`config.mk`:
```
export PLATFORM = sky130hd
export DESIGN_NAME = id_ex_stage
export DESIGN_NICKNAME = d
export VERILOG_FILES = /design/src/rtl/id_ex_stage.sv
export SDC_FILE = /design/constraint.sdc
export NUM_CORES = 1
export LEC_CHECK = 0
export CAP_MARGIN = 5
export CORE_ASPECT_RATIO = 1.25
export CORE_MARGIN = 3
export CORE_UTILIZATION = 39
export DETAILED_ROUTE_END_ITERATION = 10
export GPL_TIMING_DRIVEN = 0
export PLACE_DENSITY_LB_ADDON = 0.05
export SLEW_MARGIN = 20
export SYNTH_ARGS = -nofsm -noshare
export SYNTH_HDL_FRONTEND = slang
export SYNTH_SLANG_ARGS = --single-unit
```
`constraint.sdc`:
```
create_clock -name clk -period 2.46 [get_ports clk]
set_input_delay 0.246 -clock clk [delete_from_list [all_inputs] [get_ports clk]]
set_output_delay 0.246 -clock clk [all_outputs]
set_load 0.005 [all_outputs]
```
`src/rtl/id_ex_stage.sv`:
```
// Decode-to-execute pipeline register with operand forwarding, load-use stall detection
// and bubble insertion on stall or flush.
module id_ex_stage #(
   parameter int unsigned DATA_W  = 32,
   parameter int unsigned ADDR_W  = 5,
   parameter int unsigned ALUOP_W = 4
) (
   input  logic               clk,
   input  logic               rst,
   input  logic               id_valid,
   input  logic [ADDR_W-1:0]  id_rs,
   input  logic [ADDR_W-1:0]  id_rt,
   input  logic [ADDR_W-1:0]  id_rd,
   input  logic [DATA_W-1:0]  id_data1,
   input  logic [DATA_W-1:0]  id_data2,
   input  logic [DATA_W-1:0]  id_imm,
   input  logic               id_reg_write,
   input  logic               id_mem_read,
   input  logic               id_mem_write,
   input  logic [ALUOP_W-1:0] id_alu_op,
   input  logic [DATA_W-1:0]  ex_result,
   input  logic               wb_write,
   input  logic [ADDR_W-1:0]  wb_addr,
   input  logic [DATA_W-1:0]  wb_data,
   input  logic               flush,
   output logic               stall,
   output logic               ex_valid,
   output logic [DATA_W-1:0]  ex_a,
   output logic [DATA_W-1:0]  ex_b,
   output logic [DATA_W-1:0]  ex_imm,
   output logic [ADDR_W-1:0]  ex_rd,
   output logic               ex_reg_write,
   output logic               ex_mem_read,
   output logic               ex_mem_write,
   output logic [ALUOP_W-1:0] ex_alu_op
);

   logic               valid_q;
   logic [DATA_W-1:0]  a_q, b_q, imm_q;
   logic [ADDR_W-1:0]  rd_q;
   logic               reg_write_q, mem_read_q, mem_write_q;
   logic [ALUOP_W-1:0] alu_op_q;

   logic              ex_fwd_en;
   logic              bubble;
   logic [DATA_W-1:0] fwd_a, fwd_b;

   // A load's result is not in ex_result yet, so it must never be forwarded from EX.
   assign ex_fwd_en = valid_q & reg_write_q & ~mem_read_q & (rd_q != '0);

   always_comb begin
      fwd_a = id_data1;
      if (id_rs == '0) begin
         fwd_a = '0;
      end else if (ex_fwd_en && (rd_q == id_rs)) begin
         fwd_a = ex_result;
      end else if (wb_write && (wb_addr == id_rs)) begin
         fwd_a = wb_data;
      end
   end

   always_comb begin
      fwd_b = id_data2;
      if (id_rt == '0) begin
         fwd_b = '0;
      end else if (ex_fwd_en && (rd_q == id_rt)) begin
         fwd_b = ex_result;
      end else if (wb_write && (wb_addr == id_rt)) begin
         fwd_b = wb_data;
      end
   end

   assign stall = ~rst & id_valid & valid_q & mem_read_q & (rd_q != '0) &
                  ((rd_q == id_rs) | (rd_q == id_rt)) & ~flush;
   assign bubble = flush | stall;

   always_ff @(posedge clk) begin
      if (rst) begin
         valid_q     <= 1'b0;
         a_q         <= '0;
         b_q         <= '0;
         imm_q       <= '0;
         rd_q        <= '0;
         reg_write_q <= 1'b0;
         mem_read_q  <= 1'b0;
         mem_write_q <= 1'b0;
         alu_op_q    <= '0;
      end else begin
         // Data fields load unconditionally; a bubble is defined by valid and controls alone.
         a_q      <= fwd_a;
         b_q      <= fwd_b;
         imm_q    <= id_imm;
         rd_q     <= id_rd;
         alu_op_q <= id_alu_op;
         if (bubble) begin
            valid_q     <= 1'b0;
            reg_write_q <= 1'b0;
            mem_read_q  <= 1'b0;
            mem_write_q <= 1'b0;
         end else begin
            valid_q     <= id_valid;
            reg_write_q <= id_reg_write & id_valid;
            mem_read_q  <= id_mem_read & id_valid;
            mem_write_q <= id_mem_write & id_valid;
         end
      end
   end

   assign ex_valid     = valid_q;
   assign ex_a         = a_q;
   assign ex_b         = b_q;
   assign ex_imm       = imm_q;
   assign ex_rd        = rd_q;
   assign ex_reg_write = reg_write_q;
   assign ex_mem_read  = mem_read_q;
   assign ex_mem_write = mem_write_q;
   assign ex_alu_op    = alu_op_q;

endmodule
```
==> flow_metrics.env, run 1 <==
export IMPL_cts_buffer_depth=2
export IMPL_wl_met2_mm=10.7
export IMPL_grt_max_degree=22
export IMPL_drt_total_wl_mm=21.6
export IMPL_dieArea_um2=14900
export IMPL_max_freq_mhz=417
export IMPL_std_cell_rows=46
export IMPL_arrival_ps=2150
export IMPL_portBuffers=301
export IMPL_track_usage_pct=28.1
export IMPL_synth_top_cell_by_area="dfxtp_1"
export IMPL_drive_gt1_share_pct=8.32
export IMPL_async_reset_ff_share_pct=0
export IMPL_gr_total_overflow=0
export IMPL_worst_path_buf_inv=1
export IMPL_crit_fanout=5
export IMPL_cts_htree_levels=3
export IMPL_die_h_um=136
export IMPL_clk_latency_ps=350
export IMPL_slew_headroom_pct=45.6
export IMPL_coreArea_um2=12900
export IMPL_drv_slew=0
export IMPL_layout_min_cycle_time_ps=2400
export IMPL_cp_slowest_stage_delay_ps=560
export IMPL_drtPass1Iterations=5
export IMPL_cts_sinks=109
export IMPL_ys_seq_area_share_pct=41.5
export IMPL_synth_edf_count=0
export IMPL_clkSlewWorstSetupHoldPaths_ps=80
export IMPL_finalCritPeriodShare_pct=97.4
export IMPL_routed_top_layer="met4"
export IMPL_postSynthAreaPerCell_um2=9.01
export IMPL_synth_most_common_cell="dfxtp_1"
export IMPL_wl_met1_mm=7.87
export IMPL_setup_violations=0
export IMPL_worstPathCellList="or4_4 > o21ai_4 > nor2_2 > and3_1 > clkdlybuf4s50_1"
export IMPL_grt_pass1_vias=6104
export IMPL_wl_per_cell_um=20.2
export IMPL_drt_iter0_drc=334
export IMPL_status="finished, final reports clean"
export IMPL_path_class="reg -> out"
export IMPL_synth_cell_types=34
export IMPL_ios=302
export IMPL_antenna_found_initial=0
export IMPL_maxCapViolations=0
export IMPL_die_w_um=110
export IMPL_synth_common_cells="109 x dfxtp_1, 64 x o21ai_0, 56 x or3_1"
export IMPL_grt_pass1_wl_mm=32.2
export IMPL_synth_top_flop_cell="dfxtp_1"
export IMPL_synth_seq_cells=109
export IMPL_layout_cells_non_filler=1069
export IMPL_ant_nets=0
export IMPL_num_vias=5997
export IMPL_synth_top_area_share_pct=41.5
export IMPL_cp_top_family="simple AND/OR/NAND/NOR gates"
export IMPL_hpwl_mm=16.8
export IMPL_netlist_instances=583
export IMPL_worst_slack_ps=63.5
export IMPL_routed_wl_met3_mm=2.20
export IMPL_clock_skew_ps=5.25
export IMPL_initial_core_util_pct=40.6
export IMPL_pre_cts_ws_ps=-181
export IMPL_cp_required_ps=2210
export IMPL_worstMarginPinSlew_ps=816
export IMPL_vias_per_cell=5.61
export IMPL_netlist_area_um2=5250
export IMPL_power_density_nw_per_um2=496
export IMPL_cp_slowest_cell="or4_4"
export IMPL_hp_class="in -> reg"
export IMPL_cts_inserted_buffers=9
export IMPL_peakVddDrop_uv=486
export IMPL_tritoncts="built"
export IMPL_drc=0
export IMPL_dpl_cell_count=1052
export IMPL_tns_ps=0
export IMPL_antenna_cells_inserted=0
export IMPL_ys_warn_count=0
export IMPL_synth_nets=775
export IMPL_worst_setup_path_end_kind="output port"
export IMPL_synth_area_leaders="dfxtp_1 42%, a311oi_2 8.6%, or3_1 6.7%, o21ai_0 6.1%, nor2b_1 5.0%"
export IMPL_critPathLaunchType="register"
export IMPL_area_delta_synth_final_pct=68.7
export IMPL_hold_viol=0
export IMPL_utilization_pct=68.4
export IMPL_clockRootBuffer="clkbuf_16"
export IMPL_total_power_mw=4.39
export IMPL_leakagePower_nw=2.89
export IMPL_gp_congestion=0.922
export IMPL_final_nets=1088
## stage by stage
stage | cell area, um2 | hold slack [ps]
floorplan | 5250 | 318
global placement | 8480 | 593
global route | 8860 | 425
detailed placement | 8480 | 619
CTS | 8820 | 415
finish | 8860 | 425
## cell type report
class / count / area (um2)
buffer: 63 / 273
clock buffer: 9 / 225
clock inverter: 7 / 72.6
fill: 1102 / 4090
inverter: 1 / 3.75
multi-input combinational: 410 / 2870
sequential: 109 / 2190
tap: 168 / 210
timing repair buffer: 302 / 3020
## logic make-up after synthesis
| kind of cell | Yosys count | synth area share (%) |
|---|---|---|
| AND/OR/NAND/NOR | 220 | 25.1 |
| AO/OA/AOI/OAI | 169 | 24.6 |
| flip-flops | 109 | 41.5 |
| buffers and inverters | 64 | 5.26 |
| XOR/XNOR | 21 | 3.50 |
## repair_timing
action,CTS,global route
hold buffers,0,0
endpoints found under the setup margin,1,1
pin swaps,2,1
buffers inserted,1,0
resized for setup,7,8
## per-layer routing
metal	GRT usage, %	vias up
met5	0	-
met4	10.9	0
met3	7.30	56
met2	47.7	339
met1	33.5	2798
li1	-	2804
## state kept, by name, summed over array words and instances, names as in the netlist
signal        cells
ex_a             32
ex_valid          1
ex_mem_write      1
ex_mem_read       1
ex_imm           32
ex_b             32
ex_alu_op         4
ex_reg_write      1
ex_rd             5
## report_power, final
| group | internal (mW) | total [mW] | switching [mW] |
|---|---|---|---|
| Sequential | 1.87 | 1.91 | 0.0394 |
| Clock | 0.723 | 1.48 | 0.756 |
| Combinational | 0.585 | 1.01 | 0.423 |
## layout by cell type, fill, tap and decap left out, drive strengths merged, types with 2 or more instances in the layout
cell type / Yosys / final
nand2b: 33 / 33
nor2b: 42 / 42
a21oi: 4 / 4
or4: 2 / 2
nor4: 32 / 32
a311oi: 32 / 32
nor2: 2 / 2
and4: 2 / 2
clkbuf: 49 / 58
nand4b: 4 / 4
xnor2: 18 / 18
nand4: 8 / 8
or4b: 2 / 2
xor2: 3 / 3
o31ai: 32 / 32
or3: 56 / 56
clkdlybuf4s50: 0 / 301
inv: 1 / 6
buf: 14 / 15
dfxtp: 109 / 109
a31oi: 32 / 32
o21ai: 65 / 65
nand2: 33 / 33
## worst paths after layout
kind                from           end  slack, ps  depth (start not counted)
max             ex_rd[0]         stall         60                          5
min          id_mem_read   ex_mem_read        430                          3
max reg2reg     ex_rd[0]      ex_b[10]        330                          5
min reg2reg  ex_mem_read  ex_mem_write        630                          3
## tightest hold or removal path: stages
cell and delay [ps]:
clkdlybuf4s50_1 390, nand2_1 60, a21oi_1 40
Power figures use the tool's default switching activity.
==> run 2, diff against run 1 <==
ABC_AREA = 1   (was default)
CORE_UTILIZATION = 42   (was 39)
clock period = 2.8 ns   (was 2.46 ns; I/O delays follow)
==> flow_metrics.env, run 2 <==
export IMPL_die_h_um=134
export IMPL_leakagePower_nw=4.41
export IMPL_rsz0062_at_grt="false"
export IMPL_total_power_mw=3.82
export IMPL_critPathLaunchType="primary input"
export IMPL_netlist_instances=879
export IMPL_coreArea_um2=12700
export IMPL_hold_viol=0
export IMPL_setup_violations=0
export IMPL_vias_per_cell=4.74
export IMPL_hpwl_mm=15.9
export IMPL_finalCritPeriodShare_pct=88.0
export IMPL_drv_slew=0
export IMPL_clock_skew_ps=11.7
export IMPL_synth_cell_types=21
export IMPL_synth_top_family_by_area="simple AND/OR/NAND/NOR gates"
export IMPL_path_class="in -> out"
export IMPL_cts_resized_gates=0
export IMPL_postCtsSetupBuffers=0
export IMPL_grt_pass1_wl_mm=31.0
export IMPL_drt_iter0_drc=341
export IMPL_portBuffers=300
export IMPL_worst_setup_path_end_kind="output port"
export IMPL_die_w_um=108
export IMPL_muxShareOfSynthArea_pct=0
export IMPL_dpl_cell_count=1347
export IMPL_layout_min_cycle_time_ps=2460
export IMPL_hp_class="in -> reg"
export IMPL_cts_inserted_buffers=9
export IMPL_drt_total_wl_mm=20.1
export IMPL_cts_htree_levels=3
export IMPL_synth_xor_area_share_pct=0.479
export IMPL_layout_cells_non_filler=1363
export IMPL_synth_edf_count=0
export IMPL_worstMarginPinSlew_ps=470
export IMPL_final_nets=1382
export IMPL_synth_top_area_share_pct=39.8
export IMPL_cp_slowest_cell="clkdlybuf4s50_1"
export IMPL_worstPathCellList="clkdlybuf4s50_1 > inv_2 > nand2_1 > nand2_1 > nor2_4 > nand3_4 > nand2_1 > nand2_1 > nor2_1 > clkdlybuf4s50_1"
export IMPL_ant_nets=0
export IMPL_netlist_area_um2=5480
export IMPL_fill_cells=1123
export IMPL_area_delta_synth_final_pct=64.0
export IMPL_cts_buffer_depth=2
export IMPL_cts_hold_fix_buffers=0
export IMPL_drtPass1Iterations=5
export IMPL_std_cell_rows=46
export IMPL_slew_headroom_pct=68.7
export IMPL_tritoncts="built"
export IMPL_cp_required_ps=2520
export IMPL_max_freq_mhz=406
export IMPL_tns_ps=0
export IMPL_mostFrequentLayoutCell="clkdlybuf4s50_1"
export IMPL_cp_slowest_stage_delay_ps=560
export IMPL_gp_congestion=0.922
export IMPL_ys_warn_count=0
export IMPL_clkSlewWorstSetupHoldPaths_ps=70
export IMPL_dieArea_um2=14500
export IMPL_gr_total_overflow=0
export IMPL_cp_top_family="buffers and inverters"
export IMPL_crit_fanout=6
export IMPL_track_usage_pct=27.5
export IMPL_wl_per_cell_um=14.8
export IMPL_power_density_nw_per_um2=424
export IMPL_clockRootBuffer="clkbuf_16"
export IMPL_antenna_cells_inserted=0
export IMPL_initial_core_util_pct=43.1
export IMPL_synth_top_flop_cell="dfxtp_1"
export IMPL_synth_most_common_cell="nand2_1"
export IMPL_synth_seq_cells=109
export IMPL_synth_nets=1071
export IMPL_synthSimpleGateAreaFrac_pct=46.5
export IMPL_ys_seq_area_share_pct=39.8
export IMPL_arrival_ps=2180
export IMPL_most_common_layout_cells="300 x clkdlybuf4s50_1, 260 x nand2_1, 191 x nor2_1, 109 x dfxtp_1, 104 x nand3_1"
export IMPL_drc=0
export IMPL_status="finished, final reports clean"
export IMPL_synth_top_cell_by_area="dfxtp_1"
export IMPL_yosys_area_share_adder_pct=0
export IMPL_drive_gt1_share_pct=6.61
export IMPL_maxCapViolations=0
export IMPL_antenna_found_initial=0
export IMPL_grt_pass1_vias=6078
export IMPL_worst_path_buf_inv=3
export IMPL_ios=302
export IMPL_postSynthAreaPerCell_um2=6.24
export IMPL_num_vias=6467
export IMPL_async_reset_ff_share_pct=0
export IMPL_hold_slack_ps=255
export IMPL_grt_max_degree=21
export IMPL_cts_sinks=109
export IMPL_synth_compound_area_share_pct=0.548
export IMPL_peakVddDrop_uv=297
export IMPL_clk_latency_ps=360
export IMPL_synth_common_cells="260 x nand2_1, 191 x nor2_1, 109 x dfxtp_1"
export IMPL_synth_area_leaders="dfxtp_1 40%, nand2_1 18%, nor2_1 13%, nand3_1 9.5%, inv_1 6.7%"
export IMPL_crit_path_frequent_cell="nand2_1"
[run 2: cell types whose count changed after synthesis, moves of 30 or more]
cell	delta
nand2_1	+227
nor2_1	+189
nand3_1	+103
inv_1	+97
o21ai_0	-61
or3_1	-56
clkbuf_1	-44
nor2b_1	-42
nand2b_1	-33
a31oi_1	-32
nor4_1	-32
o31ai_1	-32
a311oi_2	-30
[run 2: logic make-up (layout without fill, tap and decap cells)]
group | count (synthesis) | after routing
flops | 109 | 109
simple gates | 603 | 603
compound gates | 6 | 6
xor+xnor | 3 | 3
buf+inv | 158 | 474
[run 2: report_power, final]
part / internal, mW / leakage (nW) / total (mW) / switching, mW
Sequential: 1.64 / 0.907 / 1.67 / 0.0283
Combinational: 0.499 / 3.36 / 0.875 / 0.376
Clock: 0.628 / 0.141 / 1.27 / 0.646
[run 2: worst paths after layout]
path         startpoint            to  slack (ps)  cells after the start
max            id_rs[4]         stall         340                     10
min                 rst  ex_alu_op[3]         250                      2
max reg2reg    ex_rd[0]      ex_b[14]        1080                     10
min reg2reg    ex_valid      ex_valid         700                      5
[run 2: cell type report]
type	instances	area [um2]	share of cell area, %
inverter	108	405	4.51
timing repair buffer	300	3000	33.4
multi-input combinational	612	2610	29.0
sequential	109	2180	24.3
clock inverter	7	70.1	0.779
clock buffer	9	225	2.50
buffer	50	292	3.24
tap	168	210	2.34
[run 2: per-stage QoR]
| stage | setup slack [ps] | utilization [%] | cell area (um2) |
|---|---|---|---|
| finish | 336 | 70.7 | 8990 |
| global route | 154 | 70.7 | 8990 |
| CTS | 330 | 70.7 | 8990 |
| detailed placement | 348 | 68.4 | 8700 |
| global placement | 346 | 68.4 | 8700 |
| floorplan | 1430 | - | 5480 |
[run 2: layer usage]
| layer | vias to the layer above | part of all wire [%] | global-route usage [%] | wire, um |
|---|---|---|---|---|
| met5 | - | 0 | 0 | 0 |
| met4 | 0 | 3.0 | 9.96 | 609 |
| met3 | 36 | 11 | 10.7 | 2190 |
| met2 | 299 | 51 | 48.4 | 10200 |
| met1 | 2827 | 35 | 29.7 | 7100 |
| li1 | 3305 | - | - | - |
